### config.mk
export PLATFORM = sky130hd
export DESIGN_NAME = dm_sba_ctrl
export DESIGN_NICKNAME = d
export VERILOG_FILES = /design/src/rtl/dm_sba_ctrl.sv
export SDC_FILE = /design/constraint.sdc
export NUM_CORES = 1
export LEC_CHECK = 0
export BUFFER_PORTS_ARGS = -buffer_cell sky130_fd_sc_hd__clkbuf_2
export CAP_MARGIN = 20
export CORE_MARGIN = 8
export CORE_UTILIZATION = 47
export CTS_CLUSTER_DIAMETER = 60
export CTS_CLUSTER_SIZE = 8
export DETAILED_ROUTE_END_ITERATION = 10
export PLACE_DENSITY = 0.71
export SKIP_LAST_GASP = 1
export SLEW_MARGIN = 20
export SYNTH_ARGS = -nofsm -noshare
export SYNTH_HDL_FRONTEND = slang
export SYNTH_SLANG_ARGS = --single-unit
### constraint.sdc
create_clock -name clk -period 2.5 [get_ports clk]
set_clock_uncertainty 0.15 [all_clocks]
set_input_delay 0.375 -clock clk [delete_from_list [all_inputs] [get_ports clk]]
set_output_delay 0.375 -clock clk [all_outputs]
set_load 0.02 [all_outputs]
### src/rtl/dm_sba_ctrl.sv
// dm_sba_ctrl: System Bus Access manager for the RISC-V debug module.
// Owns sbcs/sbaddress0/sbdata0 and runs single-beat 32-bit bus accesses.
// Ports: clk, rst (sync, active-high); dmi_valid/write/addr/wdata/rdata;
// bus_req/we/addr/wdata/be out, bus_gnt/rvalid/rdata/err in; sb_busy.
// Optional: define SBA_TIMEOUT_EN to enable the response timeout counter.
module dm_sba_ctrl #(
  parameter int TIMEOUT_CYCLES = 255
) (
  input  logic        clk,
  input  logic        rst,
  input  logic        dmi_valid,
  input  logic        dmi_write,
  input  logic [7:0]  dmi_addr,
  input  logic [31:0] dmi_wdata,
  output logic [31:0] dmi_rdata,
  output logic        bus_req,
  output logic        bus_we,
  output logic [31:0] bus_addr,
  output logic [31:0] bus_wdata,
  output logic [3:0]  bus_be,
  input  logic        bus_gnt,
  input  logic        bus_rvalid,
  input  logic [31:0] bus_rdata,
  input  logic        bus_err,
  output logic        sb_busy
);

  typedef enum logic [2:0] {
    sbv_0_draft = 3'd0,
    sbv_1_0     = 3'd1
  } sb_ver_e;

  typedef enum logic [2:0] {
    sbe_none      = 3'd0,
    sbe_timeout   = 3'd1,
    sberr_address = 3'd2,
    sbe_alignment = 3'd3,
    sbe_size      = 3'd4,
    sbe_other     = 3'd7
  } sb_err_e;

  typedef enum logic [2:0] {
    sba_8bit   = 3'd0,
    sba_16bit  = 3'd1,
    sba_32bit  = 3'd2,
    sba_64bit  = 3'd3,
    sba_128bit = 3'd4
  } sb_acc_e;

  typedef struct packed {
    logic [2:0] version;
    logic [5:0] rsvd;
    logic       busyerror;
    logic       busy;
    logic       readonaddr;
    logic [2:0] access;
    logic       autoincrement;
    logic       readondata;
    logic [2:0] error;
    logic [6:0] asize;
    logic       access128;
    logic       access64;
    logic       access32;
    logic       access16;
    logic       access8;
  } sbcs_t;

  typedef enum logic [1:0] {
    IDLE,
    REQ,
    RESP
  } state_t;

  state_t      state;
  state_t      state_nxt;
  logic [31:0] sbaddress0;
  logic [31:0] sbdata0;
  logic        busyerror;
  logic        readonaddr;
  logic        autoincrement;
  logic        readondata;
  logic [2:0]  access;
  logic [2:0]  error;
  logic [1:0]  txn_size;

  logic        busy;
  logic        sel_cs;
  logic        sel_addr;
  logic        sel_data;
  logic        errs_clear;
  logic        want_rd;
  logic        want_wr;
  logic        size_bad;
  logic        align_bad;
  logic        start;
  logic        start_err;
  logic [31:0] start_addr;
  logic [3:0]  lane_be;
  logic [31:0] lane_wdata;
  logic [31:0] rd_shift;
  logic [31:0] rd_ext;
  logic        done;
  logic        tmo;
  logic        tlim_hit;
  sbcs_t       sbcs_rd;

  assign busy    = (state != IDLE);
  assign sb_busy = busy;

  assign sel_cs   = dmi_valid && (dmi_addr == 8'h38);
  assign sel_addr = dmi_valid && (dmi_addr == 8'h39);
  assign sel_data = dmi_valid && (dmi_addr == 8'h3c);

  assign errs_clear = !busyerror && (error == sbe_none);

  // An sbaddress0 write checks alignment against the new address.
  assign start_addr = (sel_addr && dmi_write) ? dmi_wdata : sbaddress0;

  assign want_rd = !busy && errs_clear &&
                   ((sel_addr && dmi_write && readonaddr) ||
                    (sel_data && !dmi_write && readondata));
  assign want_wr = !busy && errs_clear && sel_data && dmi_write;

  assign size_bad  = (access > sba_32bit);
  assign align_bad = ((access == sba_16bit) && start_addr[0]) ||
                     ((access == sba_32bit) && (start_addr[1:0] != 2'b00));

  assign start     = (want_rd || want_wr) && !size_bad && !align_bad;
  assign start_err = (want_rd || want_wr) && (size_bad || align_bad);

  always_comb begin
    lane_be    = 4'hf;
    lane_wdata = dmi_wdata;
    case (access)
      sba_8bit: begin
        lane_be    = 4'b0001 << start_addr[1:0];
        lane_wdata = {4{dmi_wdata[7:0]}};
      end
      sba_16bit: begin
        lane_be    = 4'b0011 << start_addr[1:0];
        lane_wdata = {2{dmi_wdata[15:0]}};
      end
      default: ;
    endcase
  end

  assign rd_shift = bus_rdata >> {bus_addr[1:0], 3'b000};

  always_comb begin
    rd_ext = rd_shift;
    case (txn_size)
      2'd0:    rd_ext = {24'd0, rd_shift[7:0]};
      2'd1:    rd_ext = {16'd0, rd_shift[15:0]};
      default: ;
    endcase
  end

  always_comb begin
    sbcs_rd               = '0;
    sbcs_rd.version       = sbv_1_0;
    sbcs_rd.busyerror     = busyerror;
    sbcs_rd.busy          = busy;
    sbcs_rd.readonaddr    = readonaddr;
    sbcs_rd.access        = access;
    sbcs_rd.autoincrement = autoincrement;
    sbcs_rd.readondata    = readondata;
    sbcs_rd.error         = error;
    sbcs_rd.asize         = 7'd32;
    sbcs_rd.access32      = 1'b1;
    sbcs_rd.access16      = 1'b1;
    sbcs_rd.access8       = 1'b1;
  end

  always_comb begin
    dmi_rdata = '0;
    case (dmi_addr)
      8'h38:   dmi_rdata = sbcs_rd;
      8'h39:   dmi_rdata = sbaddress0;
      8'h3c:   dmi_rdata = sbdata0;
      default: ;
    endcase
  end

`ifdef SBA_TIMEOUT_EN
  localparam int CW = $clog2(TIMEOUT_CYCLES + 1) + 1;
  localparam logic [CW-1:0] TLIM = CW'(TIMEOUT_CYCLES - 1);
  logic [CW-1:0] tcnt;

  // tcnt holds the number of cycles already spent in REQ/RESP.
  always_ff @(posedge clk) begin
    if (rst || state == IDLE) tcnt <= '0;
    else                      tcnt <= tcnt + CW'(1);
  end

  assign tlim_hit = (tcnt >= TLIM);
`else
  localparam int unused_timeout = TIMEOUT_CYCLES;
  assign tlim_hit = 1'b0;
`endif

  always_ff @(posedge clk) begin
    if (rst) state <= IDLE;
    else     state <= state_nxt;
  end

  always_comb begin
    state_nxt = state;
    bus_req   = 1'b0;
    done      = 1'b0;
    tmo       = 1'b0;
    unique case (state)
      IDLE: begin
        if (start) state_nxt = REQ;
      end
      REQ: begin
        bus_req = 1'b1;
        if (bus_gnt) begin
          state_nxt = RESP;
        end else if (tlim_hit) begin
          tmo       = 1'b1;
          state_nxt = IDLE;
        end
      end
      RESP: begin
        if (bus_rvalid) begin
          done      = 1'b1;
          state_nxt = IDLE;
        end else if (tlim_hit) begin
          tmo       = 1'b1;
          state_nxt = IDLE;
        end
      end
      default: state_nxt = IDLE;
    endcase
  end

  always_ff @(posedge clk) begin
    if (rst) begin
      sbaddress0    <= '0;
      sbdata0       <= '0;
      busyerror     <= 1'b0;
      readonaddr    <= 1'b0;
      access        <= sba_8bit;
      autoincrement <= 1'b0;
      readondata    <= 1'b0;
      error         <= sbe_none;
      txn_size      <= 2'd0;
      bus_we        <= 1'b0;
      bus_addr      <= '0;
      bus_wdata     <= '0;
      bus_be        <= '0;
    end else begin
      if (sel_cs && dmi_write) begin
        busyerror     <= busyerror & ~dmi_wdata[22];
        readonaddr    <= dmi_wdata[20];
        access        <= dmi_wdata[19:17];
        autoincrement <= dmi_wdata[16];
        readondata    <= dmi_wdata[15];
        error         <= error & ~dmi_wdata[14:12];
      end
      if ((sel_addr || sel_data) && busy) busyerror <= 1'b1;
      if (sel_addr && dmi_write && !busy) sbaddress0 <= dmi_wdata;
      if (sel_data && dmi_write && !busy) sbdata0 <= dmi_wdata;
      if (start_err) error <= size_bad ? sbe_size : sbe_alignment;
      if (start) begin
        bus_we    <= want_wr;
        bus_addr  <= start_addr;
        bus_wdata <= lane_wdata;
        bus_be    <= lane_be;
        txn_size  <= access[1:0];
      end
      // Completion and timeout come last so they beat a same-cycle W1C.
      if (done) begin
        if (bus_err) begin
          error <= sberr_address;
        end else begin
          if (!bus_we) sbdata0 <= rd_ext;
          if (autoincrement) sbaddress0 <= sbaddress0 + (32'd1 << txn_size);
        end
      end
      if (tmo) error <= sbe_timeout;
    end
  end

endmodule

==> results of run 1 <==
-- worst paths after layout --
kind	startpoint	endpoint	slack (ns)	cells past startpoint
setup reg to reg	error[0]$_SDFF_PP0_	bus_addr[23]$_SDFFE_PP0P_	0.16	8
hold reg to reg	bus_wdata[0]$_SDFFE_PP0P_	bus_wdata[0]$_SDFFE_PP0P_	0.30	2
setup / recovery	dmi_addr[7]	dmi_rdata[31]	0.07	8
hold / removal	bus_err	error[2]$_SDFF_PP0_	0.04	2
-- synthesized netlist by cell type, drive strengths merged (4+ instances only) --
cell type    n
o22ai       17
o211ai      19
mux2         4
inv         12
mux2i       89
clkbuf      60
a31oi       17
nand4        8
a2bb2oi      4
buf         22
a21oi       82
and2         4
nand2b       7
nor3        10
nand2      162
nor2b       14
or3         11
ha           4
nor2       125
a211o        9
a211oi      27
dfxtp      147
a311oi      39
a22o        16
nor4         5
o2bb2ai      8
o21ai       18
nand3       19
-- area by class of cell --
type | instances | share of cell area, %
multi-input cells | 756 | 45.7
flip-flops and latches | 147 | 29.1
repair buffers | 264 | 16.5
clock buffers | 18 | 4.34
well taps | 220 | 2.72
clock inverters | 14 | 1.17
inverters | 12 | 0.445
-- power by group --
group / leakage (nW) / internal, mW / switching, mW / total [mW]
logic: 2.72 / 0.107 / 0.225 / 0.332
registers: 1.18 / 2.34 / 0.00151 / 2.34
clock network: 0.266 / 1.32 / 1.10 / 2.42
-- state kept, by name, summed over array words and instances, names as in the netlist, 2 cells and up --
register and cells:
sbaddress0 32, sbdata0 32, error 3, state 2, bus_be 4, txn_size 2, bus_addr 32, bus_wdata 32
access 3
-- what timing repair did --
item	CTS	global route
gates resized for setup	0	3
setup endpoints to repair	0	18
hold endpoints to repair	0	0
-- stage by stage --
step	setup slack (ns)	cell area (um2)	instances	total power, mW
global route	0.000575	10100	1431	5.24
CTS	0.0642	10100	1431	5.11
detailed placement	-0.0664	9560	1399	2.72
global placement	-0.00783	9560	1399	2.72
floorplan	0.104	7940	997	2.52
finish	0.0738	10100	1431	5.10
-- kinds of logic after synthesis --
| family | count (synthesis) | share of synthesized area (%) |
|---|---|---|
| mux | 93 | 11.8 |
| fa+ha+maj | 5 | 0.756 |
| flops | 147 | 37.0 |
| simple gates | 385 | 21.9 |
| compound gates | 269 | 23.2 |
| buf+inv | 94 | 4.88 |
| xor+xnor | 4 | 0.441 |
-- metal layers --
layer | GRT usage [%] | up-vias | wire [um]
met3 | 8.12 | 68 | 3120
met2 | 41.8 | 461 | 13400
li1 | - | 4028 | -
met4 | 11.3 | 0 | 1040
met5 | 0 | - | 0
met1 | 36.7 | 3997 | 12700
==> results.toml, run 1 <==
[run_status]
status = "finished, final reports clean"

[pwr]
leakagePower_nw = 4.17
irDropWorstVdd_mv = 0.482
powerDensity_nw_per_um2 = 504

[yosys]
synthCells = 997
yosys-top-cells-area = "dfxtp_1, mux2i_1, nand2_1, nor2_1, a21oi_1"
yosys_most_used_dff = "dfxtp_1"
syn_area_per_cell_um2 = 7.97
yosysTopAreaCellShare_pct = 37.0
synth_edf_count = 0
ys_seq_area_share_pct = 37.0
yosysWarnings = 0
synthArstFlopShare_pct = 0
ys_seq_elements = 147
yosys.area.top_type = "dfxtp_1"
syn_area_um2 = 7940
syn_nets = 1080
ys_types = 60

[clocking]
clockBufferDepth = 2
cts_sinks = 147
clkTransAtPathRegs_ns = 0.06
cts_tree = "done"
post_cts_buffers = 0
cts_buffers = 17
clkLatencyLatePin_ns = 0.44
h-tree-depth = 4
root_buffer = "clkbuf_16"
hold_buffers = 0

[timing]
worst_pin_slew_ns = 0.644
rsz0062_at_grt = "no"
period_share_pct = 97.0
hold_ws_ns = 0.0399
fmax_mhz = 412
slew_headroom_pct = 56.8
fin_tns_setup_ns = 0
hold_viol_final = 0
post-route-min-period_ns = 2.43
drv_slew = 0
finalSetupViolCount = 0

[place]
port_buffers = 181
hpwl_um = 22300
gp_routability_congestion = 0.958

[cells_and_area]
register_area_um2 = 2940
final_nets = 1281
final_common_cell = "clkbuf_2"
postLayoutCoreUtil_pct = 61.0
diodes = 0
multi_input_area_um2 = 4630
nFillCells = 1514
layout_common_cells = "clkbuf_2, nand2_1, dfxtp_1"
layout-drive-gt1-share_pct = 25.9
area_growth_pct = 27.4

[drt]
wl_um = 30300
drc = 0
ant_nets = 0
firstDrtPassIters = 7
routed-via-count = 8554
drt_iter0_drc = 960
viasPerCell = 5.98
routedWlPerCell_um = 21.2

[worst_setup_path]
critPathMaxStageDelay_ns = 0.32
slowest_stage = "nor4b_4"
crit_type = "in -> out"
arrival_ns = 1.90
path_cells = "clkbuf_2, nor4b_4, buf_4, nand3_2, nor2_2, buf_12, a22o_1, clkbuf_2"
end_kind = "output pin"
cp_top_family = "simple AND/OR/NAND/NOR gates"
cp_max_fo = 16
startpoint_type = "input port"
crit_buf_inv = 4
cp.required_ns = 1.98
crit_top_cell = "clkbuf_2"

[min_path]
hp-class = "in -> reg"

[die]
start_util_pct = 47.9
rows = 47
die_h_um = 146
die_w_um = 146
io_pins = 182
die-area_um2 = 21300
core_area_um2 = 16600

[global_routing]
grt_pass1_wl_um = 46600
overflow = 0
first_global_vias = 7987
grt_max_degree = 74
grtUsageTotal_pct = 27.8
antenna_found_initial = 0

[flow_run]
drv_cap = 0
No activity file was read; power rests on OpenSTA's default activity.
==> run 2, diff against run 1 <==
--- a/config.mk
+++ b/config.mk
@@ -5,14 +5,13 @@
 export SDC_FILE = /design/constraint.sdc
 export NUM_CORES = 1
 export LEC_CHECK = 0
-export BUFFER_PORTS_ARGS = -buffer_cell sky130_fd_sc_hd__clkbuf_2
 export CAP_MARGIN = 20
 export CORE_MARGIN = 8
-export CORE_UTILIZATION = 47
+export CORE_UTILIZATION = 45
 export CTS_CLUSTER_DIAMETER = 60
 export CTS_CLUSTER_SIZE = 8
 export DETAILED_ROUTE_END_ITERATION = 10
-export PLACE_DENSITY = 0.71
+export DONT_BUFFER_PORTS = 1
 export SKIP_LAST_GASP = 1
 export SLEW_MARGIN = 20
 export SYNTH_ARGS = -nofsm -noshare
==> results.toml, run 2 (synthesized netlist as in run 1, its figures left out) <==
[clocking]
clockBufferDepth = 2
cts_buffers = 17
root_buffer = "clkbuf_16"
cts_sinks = 147
cts_tree = "done"
clkTransAtPathRegs_ns = 0.07
clkLatencyLatePin_ns = 0.44
h-tree-depth = 4

[global_routing]
antenna_found_initial = 4
first_global_vias = 7787
grtUsageTotal_pct = 29.8
overflow = 0
grt_pass1_wl_um = 49800
grt_max_degree = 108

[drt]
drc = 0
routedWlPerCell_um = 25.3
drt_iter0_drc = 1135
ant_nets = 0
routed-via-count = 8425
wl_um = 34100
viasPerCell = 6.25
firstDrtPassIters = 6

[die]
core_area_um2 = 17300
die_w_um = 149
io_pins = 182
die_h_um = 149
die-area_um2 = 22200
rows = 48
start_util_pct = 45.9

[pwr]
powerDensity_nw_per_um2 = 512
finalPower_mw = 5.18
leakagePower_nw = 3.87
irDropWorstVdd_mv = 0.547

[timing]
hold_viol_final = 0
post-route-min-period_ns = 2.47
slew_headroom_pct = 48.9
finalSetupViolCount = 0
rsz0062_at_grt = "yes"
drv_slew = 0
period_share_pct = 98.7
worst_pin_slew_ns = 0.762
fmax_mhz = 405

[cells_and_area]
area_growth_pct = 27.4
final_common_cell = "nand2_1"
nFillCells = 1548
layout-drive-gt1-share_pct = 14.3
layout_common_cells = "nand2_1, dfxtp_1, nor2_1"
final_nets = 1192
multi_input_area_um2 = 4660
register_area_um2 = 2940
postLayoutCoreUtil_pct = 58.5

[place]
gp_routability_congestion = 0.975
hpwl_um = 22800
port_buffers = 0

[min_path]
hp-class = "in -> reg"

[run_status]
status = "finished, final reports clean"

[worst_setup_path]
cp_top_family = "simple AND/OR/NAND/NOR gates"
end_kind = "flip-flop"
startpoint_type = "flip-flop"
arrival_ns = 2.64
path_cells = "or4_4, nor2_2, nand4_1, a211oi_4, buf_12, buf_12, nor2_1, a311oi_1"
cp.required_ns = 2.67
slowest_stage = "or4_4"
crit_type = "reg -> reg"
cp_max_fo = 18
crit_top_cell = "buf_12"
critPathMaxStageDelay_ns = 0.52
crit_buf_inv = 2

[flow_run]
drv_cap = 0
==> run 2: cell types whose count changed in the layout (fill, tap and decap cells not counted), moves of 3 or more <==
cell           previous run  this run
buf_12                   11         8
dlygate4sd3_1             0        62
buf_4                    73       100
clkbuf_1                  0         3
clkbuf_2                180         0
inv_6                     8         1
==> run 2: repair_timing <==
item                                   CTS  global route
resized for setup                        0             8
hold buffers                            63             0
endpoints found under the hold margin  140             0
buffers inserted                         0             4
setup endpoints to repair                0            51
==> run 2: layout make-up <==
class,count,share of cell area [%]
Tap cell,225,2.78
Antenna cell,2,0.0495
Inverter,12,0.445
Clock buffer,21,4.45
Multi-Input combinational cell,757,46.0
Sequential cell,147,29.1
Clock inverter,11,1.29
Timing Repair Buffer,174,15.9
==> run 2: power breakdown <==
part	internal, mW	switching [mW]	total (mW)	leakage (nW)
sequential	2.34	0.00311	2.35	1.18
clock	1.50	1.09	2.59	0.270
combinational	0.104	0.140	0.243	2.41
total	3.95	1.23	5.18	3.87
==> run 2: path summary, 6_finish.rpt <==
| path | start | endpoint | slack [ns] | cells after the start |
|---|---|---|---|---|
| min reg2reg | error[0]$_SDFF_PP0_ | error[0]$_SDFF_PP0_ | 0.33 | 2 |
| min | dmi_wdata[20] | sbdata0[20]$_SDFF_PP0_ | 0.009 | 2 |
| max | error[2]$_SDFF_PP0_ | bus_addr[19]$_SDFFE_PP0P_ | 0.03 | 8 |
| max reg2reg | error[2]$_SDFF_PP0_ | bus_addr[19]$_SDFFE_PP0P_ | 0.03 | 8 |
==> run 2: metrics by stage <==
stage	area (um2)	instances	hold slack (ns)	TNS [ns]	setup WS (ns)
floorplan	7940	997	0.290	0	0.104
global placement	8790	1246	0.303	0	0.0581
detailed placement	8790	1246	0.306	0	0.00471
CTS	10000	1341	0.000543	0	0.0315
global route	10100	1348	0.00223	-0.803	-0.0432
finish	10100	1349	0.00879	0	0.0318
==> run 2: routing by layer <==
metal,vias to the layer above,part of all wire [%],global-route usage (%)
li1,3855,-,-
met1,3914,40,39.3
met2,574,42,42.8
met3,76,15,11.3
met4,6,3.7,12.2
met5,-,0.10,0
